### src/rtl/dac_wavegen.sv
// dac_wavegen: ramp / triangle / square / constant DAC code generator with a
// programmable step, a tick prescaler, shadowed configuration applied at period
// boundaries, and a period-end strobe.
// Optional burst mode: define DAC_WAVEGEN_BURST_EN to stop after burst_len periods.
module dac_wavegen #(
    parameter int DATA_WIDTH  = 8,
    parameter int PRESC_WIDTH = 16,
    parameter int BURST_WIDTH = 8
) (
    input  logic                   clk,
    input  logic                   rst_l,
    input  logic                   enable,
    input  logic                   start,
    input  logic                   cfg_load,
    input  logic [1:0]             cfg_mode,
    input  logic [DATA_WIDTH-1:0]  cfg_limit,
    input  logic [DATA_WIDTH-1:0]  cfg_step,
    input  logic [PRESC_WIDTH-1:0] cfg_div,
    input  logic [BURST_WIDTH-1:0] burst_len,
    output logic [DATA_WIDTH-1:0]  data,
    output logic                   period_end,
    output logic                   busy,
    output logic                   done
);

    localparam logic [1:0] MODE_RAMP   = 2'd0;
    localparam logic [1:0] MODE_TRI    = 2'd1;
    localparam logic [1:0] MODE_SQUARE = 2'd2;
    localparam logic [1:0] MODE_CONST  = 2'd3;

    localparam logic [DATA_WIDTH:0]    HOLD_ONE  = {{DATA_WIDTH{1'b0}}, 1'b1};
    localparam logic [PRESC_WIDTH-1:0] PRESC_ONE = {{(PRESC_WIDTH-1){1'b0}}, 1'b1};

    typedef enum logic [1:0] {
        ST_IDLE  = 2'd0,
        ST_RUN   = 2'd1,
`ifdef DAC_WAVEGEN_BURST_EN
        ST_PAUSE = 2'd2,
        ST_DONE  = 2'd3
`else
        ST_PAUSE = 2'd2
`endif
    } state_t;

    state_t                 state_q, state_d;
    logic [DATA_WIDTH-1:0]  data_q, data_d;
    logic                   pe_q, pe_d;
    logic [PRESC_WIDTH-1:0] presc_q, presc_d;
    logic                   dir_up_q, dir_up_d;
    logic                   sq_high_q, sq_high_d;
    logic [DATA_WIDTH-1:0]  hold_q, hold_d;

    // Shadow config (written by cfg_load) and active config (drives the waveform).
    logic [1:0]             sh_mode_q, sh_mode_d, act_mode_q, act_mode_d;
    logic [DATA_WIDTH-1:0]  sh_limit_q, sh_limit_d, act_limit_q, act_limit_d;
    logic [DATA_WIDTH-1:0]  sh_step_q, sh_step_d, act_step_q, act_step_d;
    logic [PRESC_WIDTH-1:0] sh_div_q, sh_div_d, act_div_q, act_div_d;

    logic                   advance;
    logic                   tick;
    logic                   apply_cfg;
    logic [1:0]             new_mode;
    logic [DATA_WIDTH-1:0]  new_limit, new_step;
    logic [PRESC_WIDTH-1:0] new_div;
    logic [DATA_WIDTH:0]    sum;
    logic [DATA_WIDTH:0]    lim_ext;
    logic [DATA_WIDTH:0]    hold_inc;
    logic [DATA_WIDTH:0]    half;

`ifdef DAC_WAVEGEN_BURST_EN
    localparam logic [BURST_WIDTH-1:0] BURST_ONE = {{(BURST_WIDTH-1){1'b0}}, 1'b1};
    logic [BURST_WIDTH-1:0] burst_cnt_q, burst_cnt_d;
    logic                   burst_hit;
`endif

    // Next-state logic: FSM transitions, prescaler, waveform arithmetic, config transfer.
    always_comb begin
        state_d     = state_q;
        data_d      = data_q;
        pe_d        = 1'b0;
        presc_d     = presc_q;
        dir_up_d    = dir_up_q;
        sq_high_d   = sq_high_q;
        hold_d      = hold_q;
        sh_mode_d   = sh_mode_q;
        sh_limit_d  = sh_limit_q;
        sh_step_d   = sh_step_q;
        sh_div_d    = sh_div_q;
        act_mode_d  = act_mode_q;
        act_limit_d = act_limit_q;
        act_step_d  = act_step_q;
        act_div_d   = act_div_q;
        tick        = 1'b0;
        apply_cfg   = 1'b0;
        advance     = (state_q == ST_RUN) && enable && start;
        sum         = {1'b0, data_q} + {1'b0, act_step_q};
        lim_ext     = {1'b0, act_limit_q};
        hold_inc    = {1'b0, hold_q} + HOLD_ONE;
        half        = (act_step_q == '0) ? HOLD_ONE : {1'b0, act_step_q};
`ifdef DAC_WAVEGEN_BURST_EN
        burst_cnt_d = burst_cnt_q;
        burst_hit   = 1'b0;
`endif

        if (cfg_load) begin
            sh_mode_d  = cfg_mode;
            sh_limit_d = cfg_limit;
            sh_step_d  = cfg_step;
            sh_div_d   = cfg_div;
        end

        if (advance) begin
            // >= rather than == so a smaller div taking effect mid-count cannot overrun
            if (presc_q >= act_div_q) begin
                tick    = 1'b1;
                presc_d = '0;
            end else begin
                presc_d = presc_q + PRESC_ONE;
            end

            if (tick) begin
                case (act_mode_q)
                    MODE_RAMP: begin
                        if (data_q >= act_limit_q) begin
                            data_d = '0;
                            pe_d   = 1'b1;
                        end else if (sum >= lim_ext) begin
                            data_d = act_limit_q;
                        end else begin
                            data_d = sum[DATA_WIDTH-1:0];
                        end
                    end
                    MODE_TRI: begin
                        // A zero step freezes the triangle completely, direction included
                        if (act_step_q != '0) begin
                            if (dir_up_q) begin
                                if (sum >= lim_ext) begin
                                    data_d   = act_limit_q;
                                    dir_up_d = 1'b0;
                                end else begin
                                    data_d = sum[DATA_WIDTH-1:0];
                                end
                            end else if (data_q <= act_step_q) begin
                                data_d   = '0;
                                dir_up_d = 1'b1;
                                pe_d     = 1'b1;
                            end else begin
                                data_d = data_q - act_step_q;
                            end
                        end
                    end
                    MODE_SQUARE: begin
                        if (hold_inc >= half) begin
                            hold_d = '0;
                            if (sq_high_q) begin
                                data_d    = '0;
                                sq_high_d = 1'b0;
                                pe_d      = 1'b1;
                            end else begin
                                data_d    = act_limit_q;
                                sq_high_d = 1'b1;
                            end
                        end else begin
                            hold_d = hold_inc[DATA_WIDTH-1:0];
                        end
                    end
                    MODE_CONST: begin
                        data_d = act_limit_q;
                    end
                    default: ;
                endcase
            end

            // While running, new config only takes effect at a period boundary
            if (pe_d) begin
                apply_cfg = 1'b1;
            end

`ifdef DAC_WAVEGEN_BURST_EN
            if (pe_d) begin
                burst_cnt_d = burst_cnt_q + BURST_ONE;
                if ((burst_len != '0) && (burst_cnt_d == burst_len)) begin
                    burst_hit = 1'b1;
                    data_d    = '0;
                end
            end
`endif
        end

        if ((state_q == ST_IDLE) || (state_q == ST_PAUSE)) begin
            apply_cfg = 1'b1;
        end

        // When stopped, a cfg_load on this edge passes straight through to active
        new_mode  = (cfg_load && (state_q != ST_RUN)) ? cfg_mode  : sh_mode_q;
        new_limit = (cfg_load && (state_q != ST_RUN)) ? cfg_limit : sh_limit_q;
        new_step  = (cfg_load && (state_q != ST_RUN)) ? cfg_step  : sh_step_q;
        new_div   = (cfg_load && (state_q != ST_RUN)) ? cfg_div   : sh_div_q;

        if (apply_cfg) begin
            act_mode_d  = new_mode;
            act_limit_d = new_limit;
            act_step_d  = new_step;
            act_div_d   = new_div;
            // Mode change: data carries on, direction/phase restart from data
            if (new_mode != act_mode_q) begin
                dir_up_d  = 1'b1;
                sq_high_d = (data_d != '0);
                hold_d    = '0;
            end
        end

        if (!enable) begin
            state_d   = ST_IDLE;
            data_d    = '0;
            pe_d      = 1'b0;
            presc_d   = '0;
            dir_up_d  = 1'b1;
            sq_high_d = 1'b0;
            hold_d    = '0;
`ifdef DAC_WAVEGEN_BURST_EN
            burst_cnt_d = '0;
`endif
        end else begin
            case (state_q)
`ifdef DAC_WAVEGEN_BURST_EN
                ST_DONE: state_d = ST_DONE;
`endif
                default: state_d = start ? ST_RUN : ST_PAUSE;
            endcase
`ifdef DAC_WAVEGEN_BURST_EN
            if (burst_hit) begin
                state_d = ST_DONE;
            end
`endif
        end
    end

    // State and datapath registers with asynchronous active-low reset.
    always_ff @(posedge clk or negedge rst_l) begin
        if (!rst_l) begin
            state_q     <= ST_IDLE;
            data_q      <= '0;
            pe_q        <= 1'b0;
            presc_q     <= '0;
            dir_up_q    <= 1'b1;
            sq_high_q   <= 1'b0;
            hold_q      <= '0;
            sh_mode_q   <= MODE_RAMP;
            sh_limit_q  <= '0;
            sh_step_q   <= '0;
            sh_div_q    <= '0;
            act_mode_q  <= MODE_RAMP;
            act_limit_q <= '0;
            act_step_q  <= '0;
            act_div_q   <= '0;
`ifdef DAC_WAVEGEN_BURST_EN
            burst_cnt_q <= '0;
`endif
        end else begin
            state_q     <= state_d;
            data_q      <= data_d;
            pe_q        <= pe_d;
            presc_q     <= presc_d;
            dir_up_q    <= dir_up_d;
            sq_high_q   <= sq_high_d;
            hold_q      <= hold_d;
            sh_mode_q   <= sh_mode_d;
            sh_limit_q  <= sh_limit_d;
            sh_step_q   <= sh_step_d;
            sh_div_q    <= sh_div_d;
            act_mode_q  <= act_mode_d;
            act_limit_q <= act_limit_d;
            act_step_q  <= act_step_d;
            act_div_q   <= act_div_d;
`ifdef DAC_WAVEGEN_BURST_EN
            burst_cnt_q <= burst_cnt_d;
`endif
        end
    end

    assign data       = data_q;
    assign period_end = pe_q;
    assign busy       = (state_q == ST_RUN) || (state_q == ST_PAUSE);

`ifdef DAC_WAVEGEN_BURST_EN
    assign done = (state_q == ST_DONE);
`else
    logic unused_burst_len;
    assign unused_burst_len = ^burst_len;
    assign done = 1'b0;
`endif

endmodule

### config.mk
export PLATFORM = sky130hd
export DESIGN_NAME = dac_wavegen
export DESIGN_NICKNAME = d
export VERILOG_FILES = /design/src/rtl/dac_wavegen.sv
export SDC_FILE = /design/constraint.sdc
export NUM_CORES = 1
export LEC_CHECK = 0
export ABC_AREA = 1
export CAP_MARGIN = 20
export CORE_MARGIN = 1
export CORE_UTILIZATION = 64
export CTS_BUF_LIST = sky130_fd_sc_hd__clkbuf_8 sky130_fd_sc_hd__clkbuf_16
export CTS_CLUSTER_SIZE = 8
export DETAILED_ROUTE_END_ITERATION = 16
export PLACE_DENSITY = 0.86
export SKIP_LAST_GASP = 1
export SYNTH_ARGS = -nofsm -noshare
export SYNTH_HDL_FRONTEND = slang
export SYNTH_SLANG_ARGS = --single-unit
### constraint.sdc
create_clock -name clk -period 8.89 [get_ports clk]
set_input_delay 1.778 -clock clk [delete_from_list [all_inputs] [get_ports clk]]
set_output_delay 1.778 -clock clk [all_outputs]
set_load 0.03 [all_outputs]
* Yosys cells after proc, flatten, opt, wreduce, memory -nomap -nowiden *
Index checks and enable logic that the tools add are counted.

storage, ports and cells
  register bits = 105
  bits of input ports = 47

operators by class
  add/sub/neg operators = 4
  order comparisons = 5
  equal/unequal tests = 8
  mux-type cells = 61
  reduce and logical (&&, ||, !) cells = 10

operator list
  kind                   count
  $mux 8                 20
  $mux 16                4
  $mux 1                 32
  $pmux 8 s4             1
  $ge 9x8->1             2
  $add 16x1->16 const B  1
  $ge 16x16->1           1
  $reduce_bool 8->1      2
  $add 8x1->9 const B    1
  $add 8x8->9            1
  $ge 8x8->1             1
  $le 8x8->1             1
  $logic_not 8->1        1
  $sub 8x8->8            1
  $eq 2x2->1 const B     3
  $mux 2                 3
  $eq 2x1->1 const B     2
  $logic_not 2->1        2
  $ne 2x1->1 const B     2
  $logic_and 1x1->1      3
  $pmux 1 s3             1
  $logic_or 1x1->1       2
  $ne 2x2->1             1

* Depth between registers and ports, before layout *
Gate-level depths: netlist (run 1).

  depth in word-level cells = 12
  depth in mapped cells = 28
  mapped depth without buffers = 27

* Worst setup path before layout (run 1) *
Ideal clock, no wire load.

  path type = reg-to-reg
  start = register data_q[0] (netlist: data[0])
  end = register sq_high_q
  data arrival time = 3.155 ns
  setup slack = 5.610 ns
  stages on the path, launching flop included = 24
  buffers on the path = 0
  cells stage by stage = dfrtp_1 > ha_1 > fa_1 > nand3_1 > nand2_1 > nand2_1 > nand3_1 > xor2_1 > inv_1 > ha_1 > nand2_1 > nor2_1 > nand3_1 > nand3_1 > nor2_4 > nand2_4 > nand2_1 > nand3_1 > nand2_1 > nand3_1 > a21oi_1 > nand3_1 > nor2_1 > a21oi_2

on the way
  cells in the longest elaborated chain, start to end = 12

RTL lines
  element                                             RTL line       source
  from (decl)                                         46             logic [DATA_WIDTH-1:0] data_q, data_d;
  from (signal assigned)                              262            data_q <= data_d;
  $add 8x8->9 / $le 8x8->1 (equally long branches)    96, 143
  $ge 9x8->1 / $mux 1 (equally long branches)         127, 137, 143
  $mux 8 / $mux 1 (equally long branches)             127, 137, 136
  $mux 8 / $mux 1 (equally long branches)             136, 135
  $mux 8 / $pmux 1 s3 (equally long branches)         135, 122
  $pmux 8 s4 / $mux 1 (equally long branches)         122, 121
  $mux 8 / $mux 1 (equally long branches)             121, 112
  $mux 8 / $mux 1 (equally long branches)             112, 175
  $reduce_bool 8->1 / $mux 1 (equally long branches)  208, 112
  $mux 1, on equally long branches                    206, 190
  $mux 1 *                                            200            if (apply_cfg) begin
  $mux 1 *                                            213            if (!enable) begin
  via sq_high_d                                       50             logic sq_high_q, sq_high_d;
  to (signal assigned)                                266            sq_high_q <= sq_high_d;
  to (decl)                                           50

The timed path passes the listed nets; every way through them passes the cells marked *. The select of a mux whose other input is x is not followed.
A chain may end at the register's enable or synchronous reset.

* Final worst setup path (run 1) *
  start = input cfg_load
  end = register hold_q[3]

on the way
  cells in the longest elaborated chain, start to end = 6

RTL lines
  element               RTL line  source
  from (decl)           14        input logic cfg_load,
  $logic_and 1x1->1     195       new_mode = (cfg_load && (state_q != ST_RUN)) ? cfg_mode : sh_mode_q;
  $mux 2                195
  $ne 2x2->1            206       if (new_mode != act_mode_q) begin
  $mux 8                206
  $mux 8                200
  $mux 8                213
  via hold_d[3]         51        logic [DATA_WIDTH-1:0] hold_q, hold_d;
  to (signal assigned)  267       hold_q <= hold_d;
  to (decl)             51

The timed path passes the listed nets, and every way through them passes these cells.

==> results of run 1 <==
## worst max-delay path, delay by kind of cell
family	cells	cell delay [ns]
simple gates	4	1.49
buf+inv	3	0.71
compound gates	3	0.38
xor+xnor	1	0.20
## stage by stage
step	instance area [um^2]	hold slack (ns)	instances	power [mW]
floorplan	7490	0.481	1044	0.797
global placement	8010	0.497	1206	0.888
detailed placement	8010	0.501	1206	0.899
CTS	8310	0.517	1222	1.30
global route	8330	0.535	1223	1.37
finish	8330	0.521	1223	1.30
## sequential cells by signal, summed over array words and instances (netlist names)
register and count:
act_div_q 16, act_limit_q 8, act_mode_q 2, act_step_q 8
data 8, dir_up_q 1, hold_q 8, period_end 1
presc_q 16, sh_div_q 16, sh_limit_q 8, sh_mode_q 2
sh_step_q 8, sq_high_q 1, state_q 2
## placed cells by master, fill, tap and decap left out, types with 4 or more instances in the layout
cell,instances
dfrtp_1,104
o21ai_1,11
a21o_1,4
inv_1,167
nor2_2,6
o22ai_1,11
nand3_1,60
nand4_1,11
nor2_1,96
nand2_1,228
o21ai_0,93
nand3_2,8
nor3_1,8
inv_2,11
clkdlybuf4s50_1,46
xor2_1,21
ha_1,62
a21oi_1,66
clkbuf_16,9
nand2_2,11
## cell type report
class / instances / share of cell area (%)
multi-input cells: 730 / 48.6
flip-flops and latches: 105 / 31.6
inverters: 178 / 8.02
repair buffers: 51 / 6.10
clock buffers: 9 / 2.70
well taps: 143 / 2.15
clock inverters: 7 / 0.872
## power breakdown
group	total [mW]	internal [mW]	switching [mW]
Sequential	0.544	0.517	0.0270
Clock	0.400	0.199	0.201
Combinational	0.356	0.120	0.236
Total	1.30	0.836	0.464
## worst min-delay path by stage
stage	endpoint	slack, ns	depth (start not counted)
2_1_floorplan	sh_div_q[0]	0.48	1
3_3_place_gp	sh_div_q[0]	0.50	1
3_5_place_dp	sh_div_q[0]	0.50	1
4_1_cts	sh_div_q[0]	0.52	1
5_1_grt	sh_div_q[0]	0.53	1
6_report	sh_div_q[0]	0.52	1
## kinds of logic after synthesis
group / Yosys count / synth area share, %
AO/OA/AOI/OAI: 199 / 14.2
XOR/XNOR: 24 / 2.81
adder cells (fa/ha/maj): 64 / 10.9
buffers and inverters: 209 / 11.0
flip-flops: 105 / 35.1
multiplexers: 1 / 0.150
other: 1 / 0.0501
AND/OR/NAND/NOR: 441 / 25.8
## layer usage
layer | vias up | GRT usage, %
met3 | 71 | 4.29
met1 | 3158 | 40.1
met2 | 223 | 55.4
met4 | 0 | 18.8
met5 | - | 0
li1 | 3406 | -
==> summary.txt, run 1 <==
Routing
  • Drt drc: 0
  • DRT Wirelength: between 15000 and 20000 um
  • Metal2 WL: approximately 9000 um
  • Wl on met1: 7560 um
  • Post-route ant nets: 0
  • WL/cell: 15.1 um
  • Vias/cell: 5.61
  • Top sig layer: met4
  • TritonRoute pass-1 iters: 8
  • Initial DRC Count: about 570
  • Met3 wire length: just under 1000 um
  • Vias: between 6000 and 7000

CTS
  • CTS tree: yes
  • Post-CTS Setup Bufs: 0
  • Clk_lat worst skew: 0.36 ns
  • Post-CTS resize count: 0
  • Clock Pin Slew Worst Setup and Hold Paths: ~0.080 ns
  • Root buffer cell: clkbuf_16
  • Hold_buf cts: 0
  • Clk sinks: approximately 110
  • CTS H-tree lvls: 3
  • Clock Path Buffers: 2
  • CTS buffer count: 9

Placement
  • # port buffers: 48
  • Routability congestion estimate from global placement: a little under 1
  • DP HPWL: 13600 um
  • Worst slack, placed: approximately 4.2 ns

Floorplan
  • Core area: between 0.01 and 0.015 mm^2
  • Die Y: 110 um
  • Row count: 39
  • # IOs: slightly below 60
  • Initial Util: about 66%
  • Die Width: roughly 110 um
  • DIE AREA: between 0.01 and 0.015 mm^2

Logic synthesis
  • Count of mapped cells out of synthesis: roughly 1000
  • Synth top area share: 34.7%
  • Count of flip-flops with a built-in enable after synthesis: 0
  • Most area-hungry cell type in the Yosys netlist: dfrtp_1
  • Count leader, synth: nand2_1
  • Post-synthesis sequential area ratio: a little over a third
  • Largest cells by area after synthesis: dfrtp_1, nand2_1, ha_1
  • Yosys reg bits: roughly 110
  • Yosys cell types: between 40 and 50
  • Net Count, Synth: ~1200
  • Async S/R FF share, synth: 100%
  • Syn_area_per_cell: around 7 um^2
  • Top_reg_cell synth: dfrtp_1
  • Synth warn: 0
  • Synth top cells by count: nand2_1, inv_1, dfrtp_1
  • Synth Cell Area: ~0.0075 mm^2

Setup path
  • R2r setup slk: 5.11 ns
  • Crit path required time: between 9 and 10 ns
  • Critical path arrival: ~4.6 ns
  • Worst-case reg-to-reg path depth: 24
  • Reg2reg start: act_step_q[1]
  • Crit path largest cell delay: between 0.7 and 0.8 ns
  • Crit path from: cfg_load
  • Crit Path Max Fanout: 69
  • CP max-delay cell: nand2_2
  • Crit-path cells: buf_2 -> buf_4 -> nand2_2 -> nor2_1 -> a21oi_1 -> xor2_1 -> nor2_1 -> a21oi_2 -> nor2_1 -> inv_2 -> a211oi_1
  • R2r endpoint: sq_high_q
  • Crit path to: hold_q[3]
  • CP most frequent cell: nor2_1
  • CP startpoint kind: primary input
  • Crit end category: flop
  • CP Class: in2reg

Layout
  • Footprint of the multi-input gates: approximately 0.0040 mm^2
  • Diode count: 0
  • Layout cells sized above 1: 6.76%
  • # fillers: between 900 and 1000
  • Fin nets: between 1000 and 1500
  • Final Util: 72.9%
  • Area grow syn2layout: 11.2%
  • Register area: ~0.0026 mm^2

Global routing
  • GRT Util Overall: 32.7%
  • Vias in the first global route: about 6500
  • GRT overflow: 0
  • Largest net degree at the start of global routing: 70
  • Initial antenna violation count: 0
  • First-pass GRT wire length: roughly 30000 um

Pwr
  • Maximum vdd drop: slightly above 0.0001 V
  • Leakage power: ~4.4 nW
  • P per Cell Area: approximately 160 mW/mm^2

Timing
  • Pins Over Slew Limit: 0
  • Final setup margin: about 4.6 ns
  • Final setup viols: 0
  • Hold Vio Cnt, Final: 0
  • Clock Skew: roughly 0.013 ns
  • Max Clk Rate: ~230 MHz
  • Tcrit/Tclk final: between 40% and 50%
  • Clock period minus worst slack: approximately 4.3 ns
  • Slew Limit Headroom: between 30% and 40%
  • Setup TNS: 0 ns
  • Slew @ Worst Pin: 1.03 ns
  • RSZ-0062 raised after global routing: false

Status
  • Status: finished, final reports clean

Run
  • Max-Cap Viols: 0

Worst hold path
  • Min-delay src: sh_div_q[0]
  • HP Class: reg2reg
(Power assumes the default switching activity.)
==> inputs of run 2 (changes only) <==
Settings changed: CORE_UTILIZATION 64 to 60, PLACE_DENSITY 0.86 to 0.82.
Clock period 8.89 ns to 4 ns, I/O delays scaled along.
==> summary.txt, run 2 (same netlist as run 1, synthesis figures left out) <==
Status
  • Status: finished, final reports clean

Routing
  • Vias/cell: 5.35 (-4.6%)
  • WL/cell: 14.7 um (-2.7%)
  • DRT Wirelength: 18400 um (-0.34%)
  • Initial DRC Count: 564 (-1.7%)
  • Drt drc: 0 (unchanged)
  • Vias: 6706 (-2.2%)
  • Post-route ant nets: 0 (unchanged)
  • TritonRoute pass-1 iters: 6 (-2)

Layout
  • Most frequent cells in the layout: nand2_1, inv_1, dfrtp_1
  • Final Util: 69.6% (-3.4 points)
  • Fin nets: 1191 (+0.42%)
  • Layout cells sized above 1: 7.19% (+0.43 points)
  • Cell Count, Final, Fillers Out: 1253 (+2.5%)
  • Most common cell after layout, fill and taps aside: nand2_1
  • Register area: 0.00263 mm^2 (unchanged)
  • Footprint of the multi-input gates: 0.00405 mm^2 (unchanged)
  • # fillers: 1033 (+12%)
  • Diode count: 0 (unchanged)
  • Top flop regs: act_div_q: 16 flops, presc_q: 16 flops, sh_div_q: 16 flops
  • Area grow syn2layout: 12.5%

CTS
  • Clk_lat worst skew: 0.35 ns (about the same)
  • Hold_buf cts: 0 (unchanged)
  • Clock Pin Slew Worst Setup and Hold Paths: 0.07 ns (about the same)
  • Post-CTS resize count: 0 (unchanged)
  • CTS H-tree lvls: 3 (unchanged)
  • Post-CTS Setup Bufs: 0 (unchanged)
  • CTS buffer count: 9 (unchanged)
  • CTS tree: yes
  • Clk sinks: 105 (unchanged)
  • Root buffer cell: clkbuf_16
  • Clock Path Buffers: 2 (unchanged)

Worst hold path
  • HP Class: reg2reg
  • Hold path cells: 1 (unchanged)
  • Min-delay src: sh_div_q[0]
  • WHS Endpoint: sh_div_q[0]

Floorplan
  • Die Width: 114 um (+3.2%)
  • Core area: 0.0121 mm^2 (+6.1%)
  • DIE AREA: 0.0129 mm^2 (+6.5%)
  • # IOs: 58 (unchanged)
  • Die Y: 114 um (+3.2%)
  • Initial Util: 61.8% (-3.8 points)
  • Row count: 40 (+2.6%)

Timing
  • Tcrit/Tclk final: approximately nine tenths
  • Slew Limit Headroom: 43.5% (+12 points)
  • Setup TNS: 0 ns (unchanged)
  • Clock Skew: 0.00871 ns (-0.00390 ns)
  • Final setup viols: 0 (unchanged)
  • Hold slack: 0.517 ns (-0.00326 ns)
  • RSZ-0062 raised after global routing: false
  • Pins Over Slew Limit: 0 (unchanged)
  • Hold Vio Cnt, Final: 0 (unchanged)
  • Max Clk Rate: about 280 MHz
  • Clock period minus worst slack: roughly 3.6 ns
  • Slew @ Worst Pin: 0.847 ns (-0.179 ns)

Global routing
  • GRT overflow: 0 (unchanged)
  • Vias in the first global route: 6315 (-2.6%)
  • Initial antenna violation count: 0 (unchanged)
  • GRT Util Overall: 30.5% (-2.1 points)
  • First-pass GRT wire length: 30500 um (+1.2%)
  • Largest net degree at the start of global routing: 69 (-1.4%)

Pwr
  • P per Cell Area: 349 mW/mm^2 (+120%)
  • Final Total Pwr: 2.94 mW (+130%)
  • Maximum vdd drop: 0.000246 V (+140%)
  • Leakage power: 4.41 nW (+0.83%)

Placement
  • Routability congestion estimate from global placement: 0.959 (-1.7%)
  • # port buffers: 48 (unchanged)
  • DP HPWL: 13700 um (+0.82%)
  • Post-Place Cells: 1237 (+2.6%)

Setup path
  • Critical path arrival: 3.82 ns (-0.77 ns)
  • Crit path required time: 4.25 ns (-4.91 ns)
  • Crit path from: data[0]
  • CP Class: reg2reg
  • R2r endpoint: sq_high_q
  • CP startpoint kind: flop
  • Crit end category: flop
  • Reg2reg start: data[0]
  • Worst-case reg-to-reg path depth: 25 (+4.2%)
  • R2r setup slk: 0.42 ns (-4.69 ns)
  • Crit Path Max Fanout: 10 (-86%)

Run
  • Max-Cap Viols: 0 (unchanged)
-- run 2: cell type report --
type / count / share of cell area (%)
Inverter: 178 / 7.93
Sequential cell: 105 / 31.2
Multi-Input combinational cell: 730 / 48.0
Clock inverter: 5 / 0.743
Clock buffer: 11 / 3.00
Tap cell: 168 / 2.49
Timing Repair Buffer: 56 / 6.62
-- run 2: critical path: stages (launching register included) --
cell and delay, ns:
dfrtp_1 0.39, ha_1 0.23, fa_1 0.42, nand3_1 0.13
nand2_1 0.09, nand2_1 0.07, nand3_1 0.07, xor2_1 0.21
inv_1 0.08, ha_1 0.29, nand2_1 0.09, nor2_1 0.05
nand3_1 0.06, nand3_1 0.12, nor2_4 0.21, nand2_4 0.14
inv_2 0.11, nand2_1 0.07, nand2_1 0.07, nand2_1 0.04
nand2_1 0.09, nand3_1 0.08, nand2_1 0.08, nand2_1 0.06
nor2_2 0.13, a21oi_2 0.07
-- run 2: worst max path at each step --
stage / endpoint
floorplan: sq_high_q
global placement: sq_high_q
detailed placement: sq_high_q
CTS: sq_high_q
global route: act_div_q[0]
finish: sq_high_q
-- run 2: metrics by stage --
| stage | instance area [um^2] | worst slack (ns) |
|---|---|---|
| 4_1_cts | 8430 | 0.442 |
| 3_5_place_dp | 8110 | 0.458 |
| 3_3_place_gp | 8110 | 0.499 |
| 2_1_floorplan | 7490 | 0.720 |
| 5_1_grt | 8430 | 0.102 |
| 6_report | 8430 | 0.421 |
-- run 2: power breakdown --
| group | switching, mW | internal, mW | leakage [nW] |
|---|---|---|---|
| Clock | 0.416 | 0.523 | 0.148 |
| Sequential | 0.0585 | 1.15 | 1.30 |
| Combinational | 0.526 | 0.268 | 2.96 |
-- run 2: layer usage --
| metal | part of all wire (%) | vias up | wire (um) | track usage [%] |
|---|---|---|---|---|
| met5 | 0 | - | 0 | 0 |
| met4 | 3.4 | 0 | 623 | 15.2 |
| met3 | 5.0 | 41 | 922 | 3.51 |
| met2 | 47 | 199 | 8690 | 50.1 |
| met1 | 44 | 3051 | 8140 | 40.3 |
| li1 | - | 3415 | - | - |
